[src/rtl/decoder_3to8_strobe.sv]
// Handshaked 3-to-8 one-hot decoder that holds each strobe for HOLD_CYCLES.
// Also keeps a wrapping count of accepted codes.
module decoder_3to8_strobe #(
  parameter int HOLD_CYCLES = 4,
  parameter int CNT_W       = 8
) (
  input  logic             clk,
  input  logic             rst,
  input  logic             enable,
  input  logic             in_valid,
  output logic             in_ready,
  input  logic [2:0]       din,
  output logic [7:0]       dout,
  output logic             out_valid,
  output logic             busy,
  output logic [CNT_W-1:0] accept_count
);

  typedef enum logic {
    IDLE,
    HOLD
  } state_t;

  localparam logic [7:0] HOLD_LOAD = 8'(HOLD_CYCLES - 1);

  state_t           state_q, state_d;
  logic [7:0]       hold_cnt_q, hold_cnt_d;
  logic [7:0]       dout_q, dout_d;
  logic             out_valid_q, out_valid_d;
  logic             busy_q, busy_d;
  logic [CNT_W-1:0] cnt_q, cnt_d;

  logic       accept;
  logic       load;
  logic       stop;
  logic [7:0] onehot;

  assign in_ready = enable &&
                    (state_q == IDLE || hold_cnt_q == 8'd0);
  assign accept   = in_valid && in_ready;
  assign onehot   = 8'b1 << din;

  always_comb begin
    state_d     = state_q;
    hold_cnt_d  = hold_cnt_q;
    dout_d      = dout_q;
    out_valid_d = out_valid_q;
    load        = 1'b0;
    stop        = 1'b0;

    // Disable wins over everything, including a pending reload.
    priority case (1'b1)
      !enable:             stop = 1'b1;
      state_q == IDLE:     load = accept;
      hold_cnt_q != 8'd0:  hold_cnt_d = hold_cnt_q - 8'd1;
      default: begin
        load = accept;
        stop = !accept;
      end
    endcase

    if (load) begin
      state_d     = HOLD;
      hold_cnt_d  = HOLD_LOAD;
      dout_d      = onehot;
      out_valid_d = 1'b1;
    end else if (stop) begin
      state_d     = IDLE;
      hold_cnt_d  = 8'd0;
      dout_d      = 8'h00;
      out_valid_d = 1'b0;
    end

    busy_d = (state_d == HOLD);
    cnt_d  = accept ? cnt_q + CNT_W'(1) : cnt_q;
  end

  always_ff @(posedge clk or posedge rst) begin
    if (rst) begin
      state_q     <= IDLE;
      hold_cnt_q  <= 8'd0;
      dout_q      <= 8'h00;
      out_valid_q <= 1'b0;
      busy_q      <= 1'b0;
      cnt_q       <= '0;
    end else begin
      state_q     <= state_d;
      hold_cnt_q  <= hold_cnt_d;
      dout_q      <= dout_d;
      out_valid_q <= out_valid_d;
      busy_q      <= busy_d;
      cnt_q       <= cnt_d;
    end
  end

  assign dout         = dout_q;
  assign out_valid    = out_valid_q;
  assign busy         = busy_q;
  assign accept_count = cnt_q;

endmodule

[config.mk]
export PLATFORM = sky130hd
export DESIGN_NAME = decoder_3to8_strobe
export DESIGN_NICKNAME = d
export VERILOG_FILES = /design/src/rtl/decoder_3to8_strobe.sv
export SDC_FILE = /design/constraint.sdc
export NUM_CORES = 1
export LEC_CHECK = 0
export CAP_MARGIN = 40
export CORE_MARGIN = 3
export CORE_UTILIZATION = 37
export DETAILED_ROUTE_END_ITERATION = 6
export PLACE_DENSITY = 0.59
export SLEW_MARGIN = 30
export SYNTH_ARGS = -nofsm -noshare
export SYNTH_HDL_FRONTEND = slang
export SYNTH_SLANG_ARGS = --single-unit
[constraint.sdc]
create_clock -name clk -period 2.22 [get_ports clk]
set_input_delay 0.333 -clock clk [delete_from_list [all_inputs] [get_ports clk]]
set_output_delay 0.333 -clock clk [all_outputs]
set_load 0.02 [all_outputs]
==> results.md <==
* Post-synthesis average cell area at approximately 11 sq um
* Drt initial violations at 33
* Post-DP HPWL at 1.93 mm
* Die X-Extent at 64.6 um
* Number of H-tree levels at 1
* Port-buffer cells at 25
* Status: finished, final reports clean
* Max IR drop VDD at between 500 and 600 uV
* Endpoints failing setup at 0
* Clock root buffer: clkbuf_4
* Clock transition at the registers of the reported paths at 0.15 ns
* P per Cell Area at 776 nW/um^2
* Commonest non-fill, non-tap cells in the layout: dfrtp_1 (25), clkdlybuf4s50_1 (24), xnor2_1 (10), buf_4 (10)
* Core Box Area at 3150 sq um
* Ys async rst share at 100%
* Layout cells sized above 1 at 15.4%
* Unrepaired setup endpoints after global routing: no
* CTS buffer count at 3
* Dpl cells at 189
* Final instance area at 1640 sq um
* Main flop type after synthesis: dfrtp_1
* Row count at 20
* Most common cell after layout, fill and taps aside: dfrtp_1
* Capturing element type of the critical path: output port
* Top routing layer used: met4
* Setup tns final at 0 ns
* Vias in the first global route at 1005
* Sequential fraction of the synthesis area at 49.3%
* Worst slew pin tran at approximately 0.6 ns
* Worst setup SP type: register
* Post-route total power at 1.27 mW
* Fin crit share at about 94%
* CTS max path bufs at 2
* Max-cap violations at 0
* Vias/cell at a little over 5
* Die Height at 64.6 um
* ANT cells at 0
* Met1 WL at 1.24 mm
* Final Hold Viols at 0
* Drt total wl at 2.59 mm
* Post-layout min period at 2.08 ns
* Initial antenna violation count at 0
* Vias at 990
* Register Area at 626 sq um
* Worst hold slack at around 0.33 ns
* Cells after Synth at 115
* Post-CTS Hold Fix Bufs at 0
* Die ar. at 4170 sq um
* Non-filler cells in the finished layout at between 150 and 200
* Clock latency on the worst-skew pair at between 0.3 and 0.4 ns
* Placed inst area at 1610 sq um
* TritonRoute pass-1 iters at 4
* Number of flops mapped to enable cells by yosys at 0
* Worst Skew at about 0.0015 ns
* Total GRT Usage at between 10% and 20%
* I/O pins at 26
* Fmax at 481 MHz
* Footprint of the multi-input gates at approximately 580 sq um
* WP data arrival at 1.75 ns
* Metal2 WL at 1.23 mm
* Initial core utilization at 40.3%
* Antenna Violating Nets Remaining at 0
* Hold Crit Class: input pin to asynchronous set/reset pin
* CP max FO at 2
* Fillcell total at 317
* Clock sinks at 25
* Fin. max-slew vios at 0
* CTS tree: done
* Synth cell types at 39
* Placer's final routability congestion estimate at 0.772
* Largest net degree at the start of global routing at 26
* Yosys warns at 0
* First-pass GRT wire length at 4.58 mm
* Met3 wire length at 82 um
* Final net count at 160
* Slew HR at 59.6%
* Leakage at between 0.7 and 0.8 nW
* WL/cell at approximately 13 um
* CP Class: register to output port
* Critical Path RT at about 1.9 ns
* GRT overflow at 0
* Cell area after synthesis at ~1300 sq um
* Area Growth Syn to Fin at 29.0%
* DRC violations left at 0
* Synth Register Bits at 25
* Net count after synthesis at 125
[worst max-delay path: stages (launching register included)]
cell and delay, ns:
dfrtp_1 0.42, inv_1 0.09, ha_1 0.18, or4bb_1 0.42
o22ai_2 0.13, buf_2 0.19
[worst paths after layout]
kind | cells after the start | start | endpoint | slack, ns
setup reg to reg | 7 | hold_cnt_q[1] | dout[1] | 0.25
hold reg to reg | 1 | accept_count[4] | accept_count[4] | 0.50
min in group clk | 1 | accept_count[4] | accept_count[4] | 0.50
setup / recovery | 5 | hold_cnt_q[1] | in_ready | 0.14
hold / removal | 3 | rst | hold_cnt_q[5] | 0.33
max in group asynchronous | 3 | rst | hold_cnt_q[1] | 1.65
[per-stage QoR]
step	worst slack [ns]	utilization (%)
after floorplan	0.429	-
after global placement	-0.280	51.2
after detailed placement	-0.275	51.2
after CTS	0.0142	52.1
after global routing	0.00925	51.9
final	0.139	51.9
[cell families (layout without fill, tap and decap cells)]
| kind of cell | after synthesis | after routing | share of synthesized area (%) |
|---|---|---|---|
| simple gates | 42 | 42 | 20.0 |
| flops | 25 | 25 | 49.3 |
| compound gates | 19 | 19 | 13.1 |
| buf+inv | 13 | 47 | 5.32 |
| xor+xnor | 10 | 10 | 6.90 |
| fa+ha+maj | 3 | 3 | 2.96 |
| mux | 3 | 3 | 2.46 |
[layout make-up]
class	count	area share, %
inverter	8	1.83
clock buffer	3	1.38
sequential	25	38.2
timing repair buffer	35	19.6
clock inverter	1	0.458
multi-input combinational	77	35.2
tap	44	3.36
[power breakdown]
group          internal, mW  switching (mW)
Clock                0.0688           0.148
Sequential            0.521          0.0686
Combinational         0.232           0.232
Total                 0.822           0.448
[per-layer routing]
metal  GRT usage (%)  vias up
met1            18.8      488
li1                -      482
met4            5.01        0
met5               0        -
met3            2.08        4
met2            22.0       16
[timing repair]
item	in CTS	in global routing
setup buffers	0	0
setup endpoints to repair	1	1
gates resized for setup	3	1
[state kept, by name (all words and copies together) (netlist names)]
register      flops
accept_count      8
dout              8
hold_cnt_q        8
busy              1
[cells in the mapped netlist, types with 2 or more instances]
cell type / count / area share, %
ha_1: 3 / 3.0
clkbuf_1: 2 / 0.59
nand3_1: 7 / 2.8
buf_6: 2 / 1.8
a21oi_1: 4 / 1.6
nor2_1: 8 / 2.4
inv_1: 8 / 2.4
and3_1: 3 / 1.5
nand4_1: 3 / 1.5
dfrtp_1: 25 / 49
and2_1: 2 / 0.99
xnor2_1: 10 / 6.9
nor3_1: 2 / 0.79
mux2i_1: 2 / 1.6
a211oi_1: 2 / 1.2
o2bb2ai_1: 4 / 2.8
nand2_1: 6 / 1.8
(Power assumes the default switching activity.)
